$ cat config.mk
export PLATFORM = sky130hd
export DESIGN_NAME = skew_delay_buffer
export DESIGN_NICKNAME = d
export VERILOG_FILES = /design/src/rtl/cnn_pkg.sv /design/src/rtl/skew_delay_buffer_lane.sv /design/src/rtl/skew_delay_buffer.sv
export SDC_FILE = /design/constraint.sdc
export NUM_CORES = 1
export LEC_CHECK = 0
export CAP_MARGIN = 5
export CORE_ASPECT_RATIO = 0.8
export CORE_MARGIN = 5
export CORE_UTILIZATION = 25
export CTS_CLUSTER_SIZE = 24
export DETAILED_ROUTE_END_ITERATION = 10
export SLEW_MARGIN = 20
export SYNTH_ARGS = -nofsm -noshare
export SYNTH_HDL_FRONTEND = slang
export SYNTH_SLANG_ARGS = --single-unit
$ cat constraint.sdc
create_clock -name clk -period 1.62 [get_ports clk]
set_clock_uncertainty 0.15 [all_clocks]
set_input_delay 0.324 -clock clk [delete_from_list [all_inputs] [get_ports clk]]
set_output_delay 0.324 -clock clk [all_outputs]
set_load 0.005 [all_outputs]
$ cat src/rtl/cnn_pkg.sv
// -----------------------------------------------------------------------------
// cnn_pkg
// Shared definitions for the CNN datapath blocks.
//   skew_depth(ch, num_ch, deskew) : register-stage count of channel ch in a
//                                    skew/deskew delay line (1 .. num_ch).
//   ch_lsb(ch, data_width)         : LSB of channel ch on a flat channel bus.
// Flat bus convention: channel i occupies bits [i*DATA_WIDTH +: DATA_WIDTH].
// -----------------------------------------------------------------------------
package cnn_pkg;

   localparam bit MODE_SKEW   = 1'b0;
   localparam bit MODE_DESKEW = 1'b1;

   // Skew mode delays channel i by 1+i (diagonal wavefront into the array);
   // deskew mode delays it by num_ch-i so the wavefront realigns.
   function automatic int skew_depth(input int ch, input int num_ch, input bit deskew);
      return (deskew == MODE_DESKEW) ? (num_ch - ch) : (1 + ch);
   endfunction

   function automatic int ch_lsb(input int ch, input int data_width);
      return ch * data_width;
   endfunction

endpackage

$ cat src/rtl/skew_delay_buffer_lane.sv
// -----------------------------------------------------------------------------
// skew_lane
// One channel of the skew delay buffer: a DEPTH-stage shift chain, each stage
// holding DATA_WIDTH data plus a valid bit.
//   clk, reset    : clock, synchronous active-high reset
//   en            : advance enable (0 = every stage holds)
//   flush         : synchronous clear of all stages, input discarded
//   in_valid/data : stage-0 input
//   out_valid/data: last stage (registered)
//   any_valid     : OR of all valid bits in this lane
// -----------------------------------------------------------------------------
module skew_lane #(
   parameter int DATA_WIDTH   = 8,
   parameter int DEPTH        = 1,
   parameter bit ZERO_INVALID = 1'b1
) (
   input  logic                  clk,
   input  logic                  reset,
   input  logic                  en,
   input  logic                  flush,
   input  logic                  in_valid,
   input  logic [DATA_WIDTH-1:0] in_data,
   output logic [DATA_WIDTH-1:0] out_data,
   output logic                  out_valid,
   output logic                  any_valid
);

   logic [DATA_WIDTH-1:0] data_q [DEPTH];
   logic [DATA_WIDTH-1:0] data_d [DEPTH];
   logic [DEPTH-1:0]      valid_q;
   logic [DEPTH-1:0]      valid_d;

   always_comb begin
      // NOTE: every output of this block is given a hold value first, so no
      // path leaves it unassigned and no latch is inferred.
      data_d  = data_q;
      valid_d = valid_q;
      // NOTE: data stages are cleared along with the valid bits, not just the
      // valids, because the outputs must read 0 after reset or flush.
      if (reset || flush) begin
         for (int s = 0; s < DEPTH; s++) data_d[s] = '0;
         valid_d = '0;
      end else if (en) begin
         data_d[0]  = (ZERO_INVALID && !in_valid) ? '0 : in_data;
         valid_d[0] = in_valid;
         for (int s = 1; s < DEPTH; s++) begin
            data_d[s]  = data_q[s-1];
            valid_d[s] = valid_q[s-1];
         end
      end
   end

   // NOTE: state registers use non-blocking assignments so every stage samples
   // its predecessor's pre-edge value, giving a true shift rather than a
   // ripple-through.
   always_ff @(posedge clk) begin
      data_q  <= data_d;
      valid_q <= valid_d;
   end

   assign out_data  = data_q[DEPTH-1];
   assign out_valid = valid_q[DEPTH-1];
   assign any_valid = |valid_q;

endmodule

$ cat src/rtl/skew_delay_buffer.sv
// -----------------------------------------------------------------------------
// skew_delay_buffer
// Multi-channel delay line that skews a parallel vector into a diagonal
// wavefront (DESKEW=0, channel i delay 1+i) or realigns one (DESKEW=1,
// channel i delay NUM_CH-i).
//   clk, reset : clock, synchronous active-high reset
//   en         : advance enable; flush: clear all in-flight data
//   in_valid   : vector valid common to all channels
//   in_data    : NUM_CH*DATA_WIDTH flat bus, channel i at [i*DATA_WIDTH +: DATA_WIDTH]
//   out_data   : delayed data, same packing; out_valid: per-channel valid
//   all_valid  : all channels valid (aligned vector present)
//   pending    : any stage of any channel holds a valid bit
// -----------------------------------------------------------------------------
module skew_delay_buffer
   import cnn_pkg::*;
#(
   parameter int DATA_WIDTH   = 8,
   parameter int NUM_CH       = 4,
   parameter int DESKEW       = 0,
   parameter int ZERO_INVALID = 1
) (
   input  logic                         clk,
   input  logic                         reset,
   input  logic                         en,
   input  logic                         flush,
   input  logic                         in_valid,
   input  logic [NUM_CH*DATA_WIDTH-1:0] in_data,
   output logic [NUM_CH*DATA_WIDTH-1:0] out_data,
   output logic [NUM_CH-1:0]            out_valid,
   output logic                         all_valid,
   output logic                         pending
);

   logic [NUM_CH-1:0] lane_any;

   for (genvar i = 0; i < NUM_CH; i++) begin : g_lane
      localparam int LSB = ch_lsb(i, DATA_WIDTH);

      skew_lane #(
         .DATA_WIDTH  (DATA_WIDTH),
         .DEPTH       (skew_depth(i, NUM_CH, DESKEW != 0)),
         .ZERO_INVALID(ZERO_INVALID != 0)
      ) u_lane (
         .clk      (clk),
         .reset    (reset),
         .en       (en),
         .flush    (flush),
         .in_valid (in_valid),
         .in_data  (in_data[LSB +: DATA_WIDTH]),
         .out_data (out_data[LSB +: DATA_WIDTH]),
         .out_valid(out_valid[i]),
         .any_valid(lane_any[i])
      );
   end

   assign all_valid = &out_valid;
   assign pending   = |lane_any;

endmodule

======== After elaboration in Yosys (flattened, before gate mapping) ========
Index checks and enable logic that the tools add are counted.
storage, ports and cells
  flip-flop bits (word level) ............. 90
  latch bits .............................. 0
  memory bits (writable) .................. 0
  ROM bits ................................ 0
  logic and storage cells ................. 21
  memories kept ........................... 0
operators by class
  add/sub/neg operators ................... 0
  multipliers ............................. 0
  div/mod/pow operators ................... 0
  order comparisons ....................... 0
  equality and inequality tests ........... 0
  shift-type cells ........................ 0
  muxes and demuxes ....................... 4
  bitwise operators ....................... 0
  reduce and logical (&&, ||, !) cells .... 3
operators with widths
  cell                 count
  2-to-1 mux 8 bit     4
  OR reduction 10 bit  1
  AND reduction 4 bit  1
  logical OR 1 bit     1

======== Longest topological paths before layout ========
  word-level depth ........................ 1
  depth in mapped cells ................... 5

======== Modules after synthesis ========
From an unflattened synthesis, not the netlist that was laid out.
unflattened totals
  cell total of the unflattened synthesis .. 363
  area, all modules ....................... 3628.5 µm²
by module, submodules not included
  module                        times used  cells each  area each (µm²)  seq. area each (µm²)
  skew_lane (g_lane[3].u_lane)  1           136         1411.4           720.7
  skew_lane (g_lane[2].u_lane)  1           107         1087.3           540.5
  skew_lane (g_lane[1].u_lane)  1           78          754.5            360.3
  skew_lane (g_lane[0].u_lane)  1           40          359.1            180.2
  skew_delay_buffer             1           2           16.3             0.0

======== Worst setup path after synthesis ========
No wires, ideal clock.
  kind .................................... reg-to-output
  start ................................... register g_lane[3].u_lane.valid_q[3]
  end ..................................... output pending
  arrival ................................. 828 ps
  required time ........................... 1146 ps
  path slack .............................. 318 ps
  cell stages (with the launch flop) ...... 2
  path buffers ............................ 0
  cells stage by stage .................... dfxtp_1 or4_1
on the way
  word-level cells in the longest chain between the ends .. 1
ends and longest elaborated chain
  item                      line                          source
  start: declaration        skew_delay_buffer_lane.sv:30  logic [DEPTH-1:0] valid_q;
  start signal: assignment  skew_delay_buffer_lane.sv:58  valid_q <= valid_d;
  OR reduction 10 bit       skew_delay_buffer.sv:57       assign pending = |lane_any;
  end: declaration          skew_delay_buffer.sv:31       output logic pending
No other way between the ends.

======== Final worst setup path ========
Ends and elaborated chain as after synthesis.

==> results.json <==
{
  "io_pins": 75,
  "outcome": "finished with violations",
  "worstPathRequired_ns": 1.15,
  "ys_seq_area_share_pct": 50.2,
  "arrival_ns": 1.30,
  "hold_viol": 0,
  "grt_pass1_wl_mm": 11.4,
  "end_kind": "output pin",
  "grt-ovfl-total": 0,
  "vias": 2369,
  "violations": "setup timing",
  "cap_viol_max_count": 0,
  "clk_pin_slew_ns": 0.06,
  "viasPerCell": 4.19,
  "grt_antenna_before_repair": 0,
  "yosysWarnings": 0,
  "cts.sinks": 84,
  "drt_iter0_markers": 109,
  "cts_tree": "built",
  "finalWeightedCongestion": 0.685,
  "min_period_ns": 1.78,
  "synth_seq_cells": 84,
  "cts_made_buffers": 9,
  "pre_cts_ws_ns": -0.115,
  "slew_viol_final": 0,
  "drtAntennaViolNets": 0,
  "root_buffer": "clkbuf_16",
  "final.setup.worst_slack_ns": -0.157,
  "place_hpwl_mm": 4.53,
  "worstMarginPinSlew_ns": 0.265,
  "p_leak_nw": 1.83,
  "irDropWorstVdd_uv": 502,
  "drive_above_1_share_pct": 8.95,
  "fmaxAchievable_mhz": 563,
  "avgSynthCellArea_um2": 9.83,
  "nNetsFinal": 423,
  "start_util_pct": 25.8,
  "post-cts-setup-buffer-count": 0,
  "dieWidth_um": 139,
  "final_cell_area_um2": 4370,
  "first_pass_iters": 4,
  "hp-class": "in2reg",
  "synthesis.area_um2": 3350,
  "area_growth_syn_to_layout_pct": 30.5,
  "grt_max_degree": 49,
  "die_y_um": 114,
  "finalSetupTns_ns": -0.192,
  "num_antenna_cells": 0,
  "fin_crit_sh_pct": 110,
  "clock_path_buffers": 2,
  "drc": 0,
  "cp_max_fo": 2,
  "ctsHtreeMaxLevel": 3,
  "rsz0062_at_grt": "yes",
  "syn-num-nets": 378,
  "grt_pass1_vias": 2334,
  "dieArea_um2": 15800,
  "post_dp_cell_area_um2": 4070,
  "fin_util_pct": 33.6,
  "relSlewSlack_pct": 82.4,
  "critPathKind": "reg2out",
  "p_per_area_nw_per_um2": 1090,
  "insertion_delay_ns": 0.34,
  "coreArea_um2": 13000,
  "grt_usage_pct": 9.06,
  "setup_viol": 2,
  "rows": 37,
  "wl_mm": 6.77,
  "synth_cell_type_count": 14,
  "detail_route.wl_per_cell_um": 12.0,
  "port_buffers": 74,
  "holdWs_ns": 0.239,
  "netlist_instances": 341,
  "critPathLaunchType": "flip-flop"
}
-- per-layer routing --
layer	GRT usage, %	routed length [um]	up-vias
met5	0	0	-
met4	4.69	153	0
met3	4.53	476	12
met2	14.0	3010	57
met1	10.4	3130	1105
li1	-	-	1195
-- per-stage QoR --
| step | std cells | total power [mW] |
|---|---|---|
| global placement | 550 | 2.46 |
| CTS | 566 | 4.88 |
| global route | 566 | 4.97 |
| finish | 566 | 4.77 |
| floorplan | 341 | 2.33 |
| detailed placement | 550 | 2.46 |
-- cell families (layout without fill, tap and decap cells) --
kind of cell,after synthesis,count (layout),share of synthesized area [%]
simple gates,119,119,17.2
flops,84,84,50.2
buf+inv,54,104,12.3
mux,52,52,15.5
compound gates,32,32,4.78
-- state kept, by name (all words and copies together) (netlist names) --
register,count
g_lane.u_lane.data_q,48
g_lane.u_lane.out_data,32
g_lane.u_lane.valid_q,4
-- critical path, stage by stage, from the launching register on --
cell	delay, ns
dfxtp_1	0.31
or4_1	0.52
buf_2	0.14
-- layout make-up --
cell class	count	area, um2
clock buffers	12	256
clock inverters	4	95.1
fillers	1330	8640
multi-input cells	203	1260
flip-flops and latches	84	1690
well taps	175	219
repair buffers	88	856
-- synthesized netlist by cell type --
master / count / area, um2
buf_2: 4 / 20.0
mux2i_1: 52 / 521
nor2_1: 52 / 195
clkbuf_2: 1 / 5.00
dfxtp_1: 84 / 1680
a21oi_1: 32 / 160
buf_6: 9 / 101
or4_1: 1 / 7.51
or2_1: 1 / 6.26
buf_4: 36 / 270
nand2b_1: 32 / 200
nand3_1: 32 / 160
and4_1: 1 / 8.76
clkbuf_1: 4 / 15.0
-- final timing paths --
path,start,end,slack (ns),cells past startpoint
max reg2reg,g_lane[3].u_lane.valid_q[2]$_SDFFE_PP0P_,g_lane[3].u_lane.valid_q[3]$_SDFFE_PP0P_,0.72,3
min,en,g_lane[2].u_lane.data_q[19]$_SDFFE_PP0P_,0.24,3
max,g_lane[3].u_lane.valid_q[3]$_SDFFE_PP0P_,pending,-0.16,2
min reg2reg,g_lane[0].u_lane.out_data[5]$_SDFFE_PP0P_,g_lane[0].u_lane.out_data[5]$_SDFFE_PP0P_,0.31,2
-- timing repair --
| action | CTS | global route |
|---|---|---|
| setup endpoints to repair | 38 | 2 |
| hold buffers | 0 | 0 |
| resized for setup | 45 | 0 |
-- where the power goes --
group / internal [mW] / switching [mW] / total [mW]
logic: 0.171 / 0.138 / 0.310
registers: 2.09 / 0.00993 / 2.10
clock network: 1.59 / 0.782 / 2.37
total: 3.84 / 0.931 / 4.77
-- cells in the final DEF (no fill, tap or decap) --
cell type / count
nand3_1: 32
clkbuf_16: 9
nand2b_1: 32
buf_2: 1
mux2i_1: 52
clkinv_2: 1
and4_1: 1
or4_1: 1
buf_4: 10
dlygate4sd2_1: 36
clkbuf_8: 2
buf_12: 5
a21oi_1: 32
clkdlybuf4s15_1: 1
clkdlybuf4s50_1: 35
clkbuf_1: 1
bufinv_16: 3
or2_4: 1
nor2_1: 52
dfxtp_2: 3
dfxtp_1: 81
Power figures use the tool's default switching activity.
==> patch: new RTL, config.mk and constraints unchanged <==
`ZERO_INVALID` is set to 1 in 2 places; all go to 0.
--- a/src/rtl/skew_delay_buffer_lane.sv
+++ b/src/rtl/skew_delay_buffer_lane.sv
@@ -12,7 +12,7 @@
 module skew_lane #(
    parameter int DATA_WIDTH   = 8,
    parameter int DEPTH        = 1,
-   parameter bit ZERO_INVALID = 1'b1
+   parameter bit ZERO_INVALID = 1'b0
 ) (
    input  logic                  clk,
    input  logic                  reset,
--- a/src/rtl/skew_delay_buffer.sv
+++ b/src/rtl/skew_delay_buffer.sv
@@ -17,7 +17,7 @@
    parameter int DATA_WIDTH   = 8,
    parameter int NUM_CH       = 4,
    parameter int DESKEW       = 0,
-   parameter int ZERO_INVALID = 1
+   parameter int ZERO_INVALID = 0
 ) (
    input  logic                         clk,
    input  logic                         reset,
Behaviour: not the same (Yosys sat finds a counterexample within 4 cycles, from zero or initial values).
==> patch against the unedited design <==
The flow still finishes with violations (negative setup slack); register-to-register slack got worse by 80 ps; final area fell by 3.7%; sequential cell count did not move; wire length fell by 7.5%; power fell by 6.0%; clock power fell by 13%; first-iteration DRC count fell by 47%; worst setup slack improved by 19 ps; via count fell by 12%; synthesized area fell by 0.97%; final cell count fell by 6.4%; core utilization fell by 1.0 points; combinational power rose by 2%.
==> patch: results <==
metrics = {
    "outcome": {
        "status": "finished with violations",
        "violations": "negative setup slack",
    },
    "place": {
        "dpl_cell_area_um2": 3955,
        "portBuffers": 74,
        "dpl.hpwl_um": 4403,
        "gp_congestion": 0.6854,
    },
    "worst_setup_path": {
        "cpMaxStageDelayCell": "or4_1",
        "cpPeakStageDelay_ps": 490,
        "worst_r2r_path_depth": 3,
        "critPathTopFamily": "simple AND/OR/NAND/NOR gates",
        "reg2reg_to": "g_lane[1].u_lane.valid_q[0]",
        "path_max_fanout": 2,
        "worstPathArrival_ps": 1280,
        "regToRegStartpoint": "g_lane[1].u_lane.valid_q[0]",
        "startpoint": "g_lane[3].u_lane.valid_q[1]",
        "crit_end": "pending",
        "reg2reg_slack_ps": 640,
    },
    "global_route": {
        "grt_usage_pct": 8.526,
        "grt_max_degree": 43,
        "antenna_found_initial": 0,
        "grt_pass1_vias": 2156,
        "grt_pass1_wl_um": 10580,
    },
    "power_and_ir_drop": {
        "vdd_drop_max_v": 0.0005883,
        "switching_share_pct": 22.29,
        "leakagePower_nw": 1.934,
    },
    "clock_network": {
        "cts_htree_levels": 3,
        "postCtsSetupBuffers": 0,
        "cts_buffers": 9,
        "clockBufferDepth": 2,
        "root_buffer": "clkbuf_16",
        "clkLatencyLatePin_ps": 340,
        "cts.clk_slew.worst_paths_ps": 70,
    },
    "synthesis": {
        "postSynth.asyncResetShare_pct": 0,
        "synth_top_cells_by_count": "dfxtp_1, mux2i_1, nor2_1",
        "syn_nets": 339,
        "synthFlopType": "dfxtp_1",
        "synthTopCellsByArea": "dfxtp_1, mux2i_1, nor2_1",
        "synth_seq_area_share_pct": 50.66,
        "synth.distinct_cells": 10,
        "yosysWarnings": 0,
    },
    "timing": {
        "maxSlewHeadroom_pct": 85.43,
        "setup_ws_ps": -137.8,
        "setup_violations": 1,
    },
    "layout": {
        "largest_reg_flops": 48,
        "nets": 387,
        "drive_gt1_share_pct": 10.42,
        "antennaDiodeCount": 0,
        "n_fill_cell": 1325,
        "regMostFlops": "g_lane.u_lane.data_q",
    },
    "min_path": {
        "hold_path.class": "in -> reg",
    },
    "drt": {
        "routed_wl_um": 6264,
        "dr.pass1.iters": 3,
        "initialDrtViolationCount": 58,
        "vias": 2088,
    },
    "floorplan": {
        "die_area_um2": 15700,
    },
}
==> patch: metal layers <==
layer,part of all wire (%),up-vias,GRT usage (%)
li1,-,1063,-
met5,0,-,0
met1,43,962,9.500
met3,6.8,11,4.225
met4,1.9,0,3.716
met2,48,52,13.88
==> patch: through the flow <==
stage | total power [mW] | instances | setup TNS [ps] | setup slack [ps] | hold WS [ps]
global route | 4.717 | 530 | -199.1 | -199.1 | 255.9
finish | 4.486 | 530 | -137.8 | -137.8 | 238.4
detailed placement | 2.491 | 514 | -148.8 | -113.1 | 332.2
floorplan | 2.382 | 302 | 0 | 318.4 | 310.1
global placement | 2.482 | 514 | -123.5 | -123.5 | 321.4
CTS | 4.597 | 530 | -343.0 | -171.8 | 228.4
==> patch: how the worst min path moves through the flow <==
stage	to	cells past startpoint	start
finish	g_lane[3].u_lane.out_data[5]	3	en
global route	g_lane[3].u_lane.data_q[21]	3	en
CTS	g_lane[3].u_lane.data_q[29]	3	en
detailed placement	g_lane[3].u_lane.out_data[1]	2	g_lane[3].u_lane.out_data[1]
global placement	g_lane[0].u_lane.out_data[0]	2	g_lane[0].u_lane.out_data[0]
floorplan	g_lane[1].u_lane.data_q[10]	2	g_lane[1].u_lane.data_q[10]
==> patch: cell type report <==
class	instances	area [um2]	share of cell area, %
Clock buffer	9	225.2	5.348
Clock inverter	7	73.82	1.753
Multi-Input combinational cell	171	1179	27.99
Sequential cell	84	1690	40.14
Tap cell	175	219.0	5.199
Timing Repair Buffer	84	824.5	19.58
==> patch: cell families after synthesis <==
kind of cell	after synthesis	synth area share, %
buffers and inverters	47	13.83
DFF	84	50.66
and+or+nand+nor	87	10.18
muxes	84	25.33
==> patch: power by group through the flow <==
| stage | clock network (mW) | logic, mW | registers (mW) |
|---|---|---|---|
| 6_report | 2.06 | 0.315 | 2.11 |
| 4_1_cts | 2.16 | 0.323 | 2.11 |
| 3_5_place_dp | 0 | 0.329 | 2.16 |
| 2_1_floorplan | 0 | 0.224 | 2.16 |
| 5_1_grt | 2.26 | 0.343 | 2.12 |
| 3_3_place_gp | 0 | 0.324 | 2.16 |
==> patch: repair_timing <==
item | CTS | global route
setup endpoints to repair | 38 | 2
gates resized for setup | 49 | 2
pin swaps | 0 | 1
==> patch: worst reg2reg max path, delay by kind of cell (launching register included) <==
kind | cells | cell delay [ps]
flops | 1 | 320
mux | 1 | 190
buf+inv | 1 | 140
simple gates | 1 | 60
